==> config.mk <==
export PLATFORM = sky130hd
export DESIGN_NAME = input_unit_flat
export DESIGN_NICKNAME = d
export VERILOG_FILES = /design/src/rtl/input_unit_if.sv /design/src/rtl/input_unit.sv /design/src/flat_wrapper.sv
export SDC_FILE = /design/constraint.sdc
export NUM_CORES = 1
export LEC_CHECK = 0
export BUFFER_PORTS_ARGS = -buffer_cell sky130_fd_sc_hd__buf_4
export CORE_ASPECT_RATIO = 0.6
export CORE_MARGIN = 3
export CORE_UTILIZATION = 46
export CTS_CLUSTER_SIZE = 28
export DETAILED_ROUTE_END_ITERATION = 8
export PLACE_DENSITY = 0.73
export SLEW_MARGIN = 20
export SYNTH_ARGS = -nofsm -noshare
export SYNTH_HDL_FRONTEND = slang
export SYNTH_SLANG_ARGS = --single-unit
==> constraint.sdc <==
create_clock -name clk -period 1.5 [get_ports clk]
set_input_delay 0.075 -clock clk [delete_from_list [all_inputs] [get_ports clk]]
set_output_delay 0.075 -clock clk [all_outputs]
set_load 0.01 [all_outputs]
==> src/rtl/input_unit_if.sv <==
// Operator-input bundle between the processor/board side and input_unit.
// No latency of its own; it only groups the request, switch, key and result wires.
// Backpressure: the processor holds flagIN and stalls while busy; there are no other stalls.
interface input_unit_if #(
   parameter int SW_W   = 10,
   parameter int DATA_W = 32
);
   logic              flagIN;
   logic [SW_W-1:0]   switches;
   logic              key_n;
   logic [DATA_W-1:0] value;
   logic              ready;
   logic              busy;
   logic              wait_led;

   // Processor/board side: drives the request, switches and key, and receives the result.
   modport master (
      output flagIN, switches, key_n,
      input  value, ready, busy, wait_led
   );

   // Peripheral side.
   modport slave (
      input  flagIN, switches, key_n,
      output value, ready, busy, wait_led
   );
endinterface

==> src/rtl/input_unit.sv <==
// Operator input peripheral: waits for a debounced key press, then returns the sign-extended switch value.
// Latency: ready pulses 2 cycles after the press event (3 cycles with INPUT_BCD_EN defined).
// Backpressure: busy stalls the processor from request to capture; flagIN low while waiting aborts the request.
// Optional macro INPUT_BCD_EN: read the switches as sign-magnitude BCD through an extra CONVERT state.
module input_unit #(
   parameter int DEBOUNCE_CYCLES = 50000,
   parameter int SW_W            = 10,
   parameter int DATA_W          = 32
) (
   input logic        clk,
   input logic        rst_n,
   input_unit_if.slave io
);

   localparam int CNT_W = $clog2(DEBOUNCE_CYCLES + 1);

   typedef enum logic [2:0] {
      IDLE,
      ARM,
      WAIT_PRESS,
      CAPTURE,
`ifdef INPUT_BCD_EN
      CONVERT,
`endif
      DONE
   } state_t;

   state_t            state;
   state_t            state_nxt;
   logic              key_s1;
   logic              key_s2;
   logic              key_db;      // accepted key level, 1 = released
   logic              key_db_d;
   logic [CNT_W-1:0]  db_cnt;
   logic              press_evt;
   logic [DATA_W-1:0] value_q;

   // Two-flop synchroniser for the asynchronous key; resets to released.
   always_ff @(posedge clk or negedge rst_n) begin
      if (!rst_n) begin
         key_s1 <= 1'b1;
         key_s2 <= 1'b1;
      end else begin
         key_s1 <= io.key_n;
         key_s2 <= key_s1;
      end
   end

   // Debouncer: the accepted level flips only after DEBOUNCE_CYCLES consecutive disagreeing samples.
   always_ff @(posedge clk or negedge rst_n) begin
      if (!rst_n) begin
         key_db   <= 1'b1;
         key_db_d <= 1'b1;
         db_cnt   <= '0;
      end else begin
         key_db_d <= key_db;
         if (key_s2 == key_db) begin
            db_cnt <= '0;
         end else if (db_cnt == CNT_W'(DEBOUNCE_CYCLES - 1)) begin
            key_db <= key_s2;
            db_cnt <= '0;
         end else begin
            db_cnt <= db_cnt + CNT_W'(1);
         end
      end
   end

   // One-cycle pulse in the first cycle the accepted level reads pressed.
   assign press_evt = key_db_d & ~key_db;

   // State register.
   always_ff @(posedge clk or negedge rst_n) begin
      if (!rst_n) state <= IDLE;
      else        state <= state_nxt;
   end

   // Next state and handshake outputs; a held key must be released before a press counts.
   always_comb begin
      state_nxt   = state;
      io.ready    = 1'b0;
      io.busy     = 1'b0;
      io.wait_led = 1'b0;
      case (state)
         IDLE: begin
            if (io.flagIN) state_nxt = ARM;
         end
         ARM: begin
            io.busy     = 1'b1;
            io.wait_led = 1'b1;
            if (!io.flagIN)  state_nxt = IDLE;
            else if (key_db) state_nxt = WAIT_PRESS;
         end
         WAIT_PRESS: begin
            io.busy     = 1'b1;
            io.wait_led = 1'b1;
            if (!io.flagIN)     state_nxt = IDLE;
            else if (press_evt) state_nxt = CAPTURE;
         end
         CAPTURE: begin
            io.busy = 1'b1;
`ifdef INPUT_BCD_EN
            state_nxt = CONVERT;
`else
            state_nxt = DONE;
`endif
         end
`ifdef INPUT_BCD_EN
         CONVERT: begin
            io.busy   = 1'b1;
            state_nxt = DONE;
         end
`endif
         DONE: begin
            io.ready  = 1'b1;
            state_nxt = IDLE;
         end
         default: state_nxt = IDLE;
      endcase
   end

`ifdef INPUT_BCD_EN
   logic [SW_W-1:0]   sw_q;
   logic [3:0]        ones;
   logic [3:0]        tens;
   logic [7:0]        bcd_mag;
   logic [DATA_W-1:0] mag_ext;

   // BCD digits clamped to 9, then combined into a 0..199 magnitude.
   always_comb begin
      ones    = (sw_q[3:0] > 4'd9) ? 4'd9 : sw_q[3:0];
      tens    = (sw_q[7:4] > 4'd9) ? 4'd9 : sw_q[7:4];
      bcd_mag = (sw_q[8] ? 8'd100 : 8'd0) + ({4'd0, tens} * 8'd10) + {4'd0, ones};
      mag_ext = {{(DATA_W - 8){1'b0}}, bcd_mag};
   end

   // Switches registered in CAPTURE; the signed result lands in CONVERT and holds until the next one.
   always_ff @(posedge clk or negedge rst_n) begin
      if (!rst_n) begin
         sw_q    <= '0;
         value_q <= '0;
      end else begin
         if (state == CAPTURE) sw_q <= io.switches;
         if (state == CONVERT) value_q <= sw_q[SW_W-1] ? (~mag_ext + DATA_W'(1)) : mag_ext;
      end
   end
`else
   // Switches go straight into the value register in CAPTURE, sign-extended from the top switch.
   always_ff @(posedge clk or negedge rst_n) begin
      if (!rst_n) begin
         value_q <= '0;
      end else if (state == CAPTURE) begin
         value_q <= {{(DATA_W - SW_W){io.switches[SW_W-1]}}, io.switches};
      end
   end
`endif

   assign io.value = value_q;

endmodule

==> src/flat_wrapper.sv <==
// flat-port wrapper written by rule: the top's interface ports become plain ports
module input_unit_flat 
#(
   parameter int DEBOUNCE_CYCLES = 50000,
   parameter int SW_W            = 10,
   parameter int DATA_W          = 32
)
  (clk, rst_n, io_flagIN, io_switches, io_key_n, io_value, io_ready, io_busy, io_wait_led);
  input_unit_if #(.SW_W(SW_W), .DATA_W(DATA_W)) io_i ();
  input logic clk;
  input logic rst_n;
  input wire logic [$bits(io_i.flagIN)-1:0] io_flagIN;
  input wire logic [$bits(io_i.switches)-1:0] io_switches;
  input wire logic [$bits(io_i.key_n)-1:0] io_key_n;
  output wire logic [$bits(io_i.value)-1:0] io_value;
  output wire logic [$bits(io_i.ready)-1:0] io_ready;
  output wire logic [$bits(io_i.busy)-1:0] io_busy;
  output wire logic [$bits(io_i.wait_led)-1:0] io_wait_led;
  assign io_i.flagIN = io_flagIN;
  assign io_i.switches = io_switches;
  assign io_i.key_n = io_key_n;
  assign io_value = io_i.value;
  assign io_ready = io_i.ready;
  assign io_busy = io_i.busy;
  assign io_wait_led = io_i.wait_led;
  input_unit #(.DEBOUNCE_CYCLES(DEBOUNCE_CYCLES), .SW_W(SW_W), .DATA_W(DATA_W)) u_core (.clk(clk), .rst_n(rst_n), .io(io_i));
endmodule
==> results by group, run 1 <==
Logic synthesis
  • Synth Register Bits: 33
  • Synth Net Count: 182
  • Post-Syn Instances: 167
  • Top post-synthesis cells by area: dfrtp_1 43%, buf_4 9.9%, nand2_1 7.2%, dfstp_2 6.3%, xnor2_1 6.3%
  • Mapped cell area: approximately 1700 um^2
  • Async SR Flop Fraction: 100%
  • Synth top area share: a little over two fifths
  • Synth Warn #: 0
  • Cell taking the most area after synthesis: dfrtp_1
  • Sequential-to-total area share from yosys stat: 49.6%
  • Post-synth top flop: dfrtp_1
  • Library cells used by synthesis: 29
  • Syn_area_per_cell: ~10 um^2
  • Most frequent cell after synthesis: nand2_1
  • Most common library cells after synthesis: 32 x nand2_1, 29 x dfrtp_1, 22 x buf_4
  • EDFF count, synth: 0

Clock tree
  • H-tree levels: 2
  • CTS tree: yes
  • Clock Tree Buf Depth: 2
  • Clock Sinks: 33
  • Clk_lat worst skew: ~0.28 ns
  • Root buf cell: clkbuf_8
  • Worst-path clk slew: 0.07 ns
  • Num CTS Buffers: 5

Critical path
  • Critical path required time: 1.67 ns
  • Top delay family on crit path: simple AND/OR/NAND/NOR gates
  • Slowest stage delay, CP: 0.37 ns
  • Critical path arrival: 1.61 ns
  • Crit end category: flip-flop
  • WS Path Type: flip-flop to flip-flop
  • Critical path cell sequence: ha_2 -> and3_4 -> nand4_1 -> buf_4 -> and3_1
  • Cell at the slowest stage of the critical path: dfrtp_1
  • Number of buffers and inverters on the critical path: 1
  • Worst Setup Start Kind: flip-flop
  • Worst-path fanout max: 3

Detailed routing
  • Via density: just under 5
  • DRC: 0
  • Post-Route WL: 3540 um
  • Drt first pass iters: 4
  • Drt initial violations: 76
  • Per-cell routed wire length: about 13 um
  • Via count: roughly 1,300
  • Routed Antenna Nets: 0

Global routing
  • Initial antenna violation count: 0
  • GRT overflow: 0
  • First-pass GRT wire length: 5650 um
  • GRT Util Overall: 16.8%
  • Pin count of the biggest net entering global routing: 34
  • Vias in the first global route: 1,233

Cells and area
  • Finished Layout Cells: 265
  • Antenna diodes: 0
  • Share of cells above drive strength 1: between 30% and 40%
  • Synth-to-Final Area Change: 32.4%
  • Layout Nets: 234
  • Final Instance Area: about 2200 um^2

STA
  • Slew headroom: between 50% and 60%
  • Slew at the pin closest to its max-slew limit: roughly 0.60 ns
  • Max frequency: roughly 700 MHz
  • Slew Limit Fails: 0
  • Clock period minus worst slack: 1.43 ns
  • Worst Clk Skew: just over 0.005 ns
  • Final setup violation count: 0
  • Tcrit/Tclk final: between 90% and 100%
  • Setup TNS: 0 ns
  • Hold Violations, Final: 0

Run
  • Max-Cap Viols: 0

Place
  • Inst Count DP: 244
  • Post-DP HPWL: about 2600 um
  • Buffers on Ports: 48
  • Area post-placement: 1990 um^2
  • GPL Wtd Cong: between 0.7 and 0.8

Floorplan
  • CORE AREA: 3360 um^2
  • Row count: 16
  • Die Span X: 83.9 um
  • Die Y: 52.8 um
  • Initial core utilization: 49.9%
  • Die area: 4430 um^2
  • Ports: slightly below 50

Power and ir drop
  • P per Cell Area: 848 nW/um^2
  • VDD IR max: between 700 and 800 uV
  • Leakage: 1.03 nW

Outcome
  • Status: complete, no violations

Worst hold path
  • Worst hold path class: primary input to flip-flop
[flip-flops by register name, indices dropped and copies added (netlist names)]
register,cells
u_core.state,3
u_core.key_s1,1
u_core.key_s2,1
u_core.db_cnt,16
u_core.io.value,10
u_core.key_db,1
u_core.key_db_d,1
[path summary, 6_finish.rpt]
check / start / end / cells after the start / slack (ns)
hold reg to reg: u_core.key_s1$_DFF_PN1_ / u_core.key_s2$_DFF_PN1_ / 0 / 0.36
setup reg to reg: u_core.db_cnt[1]$_DFF_PN0_ / u_core.db_cnt[1]$_DFF_PN0_ / 5 / 0.07
hold / removal: io_flagIN / u_core.state[1]$_DFFE_PN0P_ / 3 / 0.06
setup / recovery: u_core.db_cnt[1]$_DFF_PN0_ / u_core.db_cnt[1]$_DFF_PN0_ / 5 / 0.07
max in group asynchronous: rst_n / u_core.key_db$_DFFE_PN1P_ / 2 / 0.91
min in group asynchronous: rst_n / u_core.db_cnt[11]$_DFF_PN0_ / 2 / 0.27
[worst register-to-register path, delay by kind of cell (launching register included)]
kind                       cells  cell delay, ns
and+or+nand+nor                3            0.54
DFF                            1            0.37
buffers and inverters          1            0.19
adders and majority gates      1            0.22
[area by class of cell]
cell class,count,area (um^2)
clock buffer,5,68.8
clock inverter,3,17.5
fill,258,1140
inverter,4,15.0
multi-input combinational,105,663
sequential,33,831
tap,45,56.3
timing repair buffer,70,568
[cell usage in the layout, fill, tap and decap left out, types with 5 or more instances in the layout]
cell type and instances:
buf_4 57, nand2_1 32, dfrtp_1 29, nor2_1 20
xnor2_1 12, dlygate4sd3_1 12, clkbuf_8 5
[metal layers]
metal / routed length [um] / share of wire (%) / vias to the layer above / GRT usage, %
li1: - / - / 622 / -
met1: 1610 / 45 / 606 / 20.9
met2: 1670 / 47 / 40 / 27.8
met3: 200 / 5.6 / 7 / 4.87
met4: 68 / 1.9 / 0 / 7.22
met5: 0 / 0 / - / 0
[kinds of logic (layout without fill, tap and decap cells)]
family                     count (synthesis)  after routing  share of synthesized area [%]
AOI/OAI and AO/OA                          3              3                          0.895
xor gates and xnor gates                  15             15                           7.84
adders and majority gates                  1              1                          0.746
buffers and inverters                     29             82                           11.9
DFF                                       33             33                           49.6
muxes                                      1              1                          0.672
and+or+nand+nor                           85             85                           28.4
[repair_timing]
action	in CTS	in global routing
hold buffers	12	0
endpoints found under the hold margin	40	0
gates resized for setup	0	3
setup buffers	0	1
setup endpoints to repair	0	15
[where the power goes]
group	internal (mW)	switching, mW	total (mW)
logic	0.156	0.122	0.278
clock network	0.320	0.328	0.648
registers	0.924	0.0330	0.957
[metrics by stage]
step                total power, mW  utilization [%]  worst slack (ns)  hold WS, ns
finish                         1.88             66.0            0.0689       0.0573
global route                   1.97             66.0          -0.00173       0.0714
CTS                            1.91             65.3            0.0363       0.0467
detailed placement             1.23             59.2            0.0388       0.0417
global placement               1.22             59.2             0.128       0.0341
floorplan                      1.11                -            0.0773       -0.221
No activity file was read; power rests on OpenSTA's default activity.
==> run 2, diff against run 1 <==
==> constraint.sdc (replaced) <==
create_clock -name clk -period 1.5 [get_ports clk]
set_input_delay 0 -clock clk [delete_from_list [all_inputs] [get_ports clk]]
set_output_delay 0 -clock clk [all_outputs]
set_load 0.01 [all_outputs]
==> run 2 against run 1 <==
- wire length rose by 12%
- total power grew 11%
- die area did not move
- clock skew rose by 0.0033 ns
- critical path depth unchanged
- sequential power about the same
- cell count grew 1.1%
- critical endpoint is now u_core.db_cnt[14]$_DFF_PN0_
==> results by group, run 2 (same netlist as run 1, synthesis figures left out) <==
Outcome
  • Status: complete, no violations

Critical path
  • Reg-to-Reg Start: u_core.db_cnt[5]$_DFF_PN0_
  • Critical path arrival: 1.67 ns (+0.06 ns)
  • Crit. Startpoint: u_core.db_cnt[5]$_DFF_PN0_
  • RR Endpoint: u_core.db_cnt[14]$_DFF_PN0_
  • WS Path Type: flip-flop to flip-flop
  • Flop-to-flop setup slack: 0.007 ns (-0.06 ns)
  • Worst Setup Start Kind: flip-flop
  • Crit end category: flip-flop
  • R2R depth: 5 (unchanged)
  • Critical path required time: 1.68 ns (about the same)
  • Worst-path fanout max: 7 (+4)

Place
  • Worst slack at placement: 0.0679 ns (+0.0291 ns)
  • Post-DP HPWL: 2500 um (-2.6%)
  • Area post-placement: 1990 um^2 (unchanged)
  • Buffers on Ports: 48 (unchanged)
  • GPL Wtd Cong: 0.767 (-1.2%)
  • Inst Count DP: 244 (unchanged)

Power and ir drop
  • Tot Pwr: 2.09 mW (+11%)
  • P per Cell Area: 907 nW/um^2 (+7.0%)
  • VDD IR max: 734 uV (-1.3%)
  • Leakage: 1.05 nW (+1.9%)

Worst hold path
  • Worst hold path class: primary input to asynchronous set/reset pin

Floorplan
  • Die Y: 52.8 um (unchanged)
  • Row count: 16 (unchanged)
  • Die Span X: 83.9 um (unchanged)
  • CORE AREA: 3360 um^2 (unchanged)
  • Die area: 4430 um^2 (unchanged)
  • Initial core utilization: 49.9% (unchanged)
  • Ports: 49 (unchanged)

Run
  • Max-Cap Viols: 0 (unchanged)

Detailed routing
  • Via count: 1,339 (+5.0%)
  • Top Layer Used: met4
  • Met3 WL: 289 um (+45%)
  • Via density: 5.00 (+3.8%)
  • Drt first pass iters: 4 (unchanged)
  • DRC: 0 (unchanged)
  • M1 WL: 1650 um (+2.9%)
  • Detail Route met2 WL: 1950 um (+17%)
  • Routed Antenna Nets: 0 (unchanged)
  • Drt initial violations: 59 (-22%)
  • Per-cell routed wire length: 14.8 um (+11%)
  • Post-Route WL: 3970 um (+12%)

Cells and area
  • Antenna diodes: 0 (unchanged)
  • Final Util: 68.5% (+2.5 points)
  • Max reg flops: 16 (unchanged)
  • Share of cells above drive strength 1: 39.5% (+1.3 points)
  • Biggest register: u_core.db_cnt
  • Final Instance Area: 2300 um^2 (+3.8%)
  • Finished Layout Cells: 268 (+1.1%)
  • Layout Nets: 237 (+1.3%)
  • Fillers: 247 (-4.3%)
  • Most frequent cells in the layout: 58 x buf_4, 32 x nand2_1, 29 x dfrtp_1
  • Commonest non-fill, non-tap cell in the layout: buf_4
  • Area of the multi-input gates: 677 um^2 (+2.1%)
  • Seq. cell area: 831 um^2 (unchanged)
  • Synth-to-Final Area Change: 37.5%

STA
  • Max frequency: 670 MHz (-4.1%)
  • Final setup violation count: 0 (unchanged)
  • Worst Clk Skew: 0.00852 ns (+0.00334 ns)
  • Hold Violations, Final: 0 (unchanged)
  • Clock period minus worst slack: 1.49 ns (+0.0618 ns)
  • Setup TNS: 0 ns (unchanged)
  • Tcrit/Tclk final: 99.5% (+4.1 points)
  • WHS: 0.198 ns (+0.141 ns)
  • Worst Slack Setup Final: 0.00712 ns (-0.0618 ns)
  • Slew headroom: 59.1% (-0.69 points)
  • Slew Limit Fails: 0 (unchanged)
  • Slew at the pin closest to its max-slew limit: 0.613 ns (+0.0104 ns)

Clock tree
  • Root buf cell: clkbuf_8
  • Clock Tree Buf Depth: 2 (unchanged)
  • CTS tree: yes
  • H-tree levels: 2 (unchanged)
  • Clock Sinks: 33 (unchanged)
  • Worst-path clk slew: 0.07 ns (about the same)
  • Num CTS Buffers: 5 (unchanged)
  • Clk_lat worst skew: 0.29 ns (about the same)

Global routing
  • GRT overflow: 0 (unchanged)
  • First-pass GRT wire length: 5880 um (+4.0%)
  • GRT Util Overall: 17.6% (+0.74 points)
  • Initial antenna violation count: 0 (unchanged)
  • Pin count of the biggest net entering global routing: 34 (unchanged)
  • Vias in the first global route: 1,254 (+1.7%)
==> run 2: repair_timing <==
action | CTS | global route
endpoints found under the setup margin | 0 | 16
buffers inserted | 0 | 2
resized for setup | 0 | 5
hold endpoints to repair | 46 | 0
hold buffers | 13 | 0
==> run 2: power breakdown <==
part / leakage (nW) / internal, mW / switching (mW) / total (mW)
combinational: 0.591 / 0.166 / 0.129 / 0.295
clock: 0.0543 / 0.497 / 0.340 / 0.837
sequential: 0.405 / 0.924 / 0.0355 / 0.959
total: 1.05 / 1.59 / 0.504 / 2.09
==> run 2: metal layers <==
layer  vias to the layer above  track usage (%)
li1                        629                -
met1                       652             20.8
met2                        52             30.1
met3                         6             6.59
met4                         0             5.88
met5                         -                0
==> run 2: how the worst max path moves through the flow <==
stage	endpoint	slack [ns]	cells after the start
after floorplan	u_core.db_cnt[14]$_DFF_PN0_	0.08	6
after CTS	u_core.db_cnt[6]$_DFF_PN0_	0.02	6
after detailed placement	u_core.db_cnt[5]$_DFF_PN0_	0.07	6
final	u_core.db_cnt[14]$_DFF_PN0_	0.007	5
after global routing	u_core.db_cnt[11]$_DFF_PN0_	-0.04	6
after global placement	u_core.key_db$_DFFE_PN1P_	0.13	4
==> run 2: cell type report <==
cell class              instances  share of cell area, %
multi-input cells             105                   29.4
flip-flops and latches         33                   36.0
inverters                       4                  0.651
repair buffers                 73                   26.5
clock buffers                   5                   2.99
clock inverters                 3                   2.01
well taps                      45                   2.44
==> run 2: critical path, stage by stage (launching register included) <==
cell and delay [ns]:
dfrtp_1 0.46, nor4bb_2 0.30, nand4_1 0.20, nand2_2 0.20, clkbuf_16 0.18, nor2_1 0.05
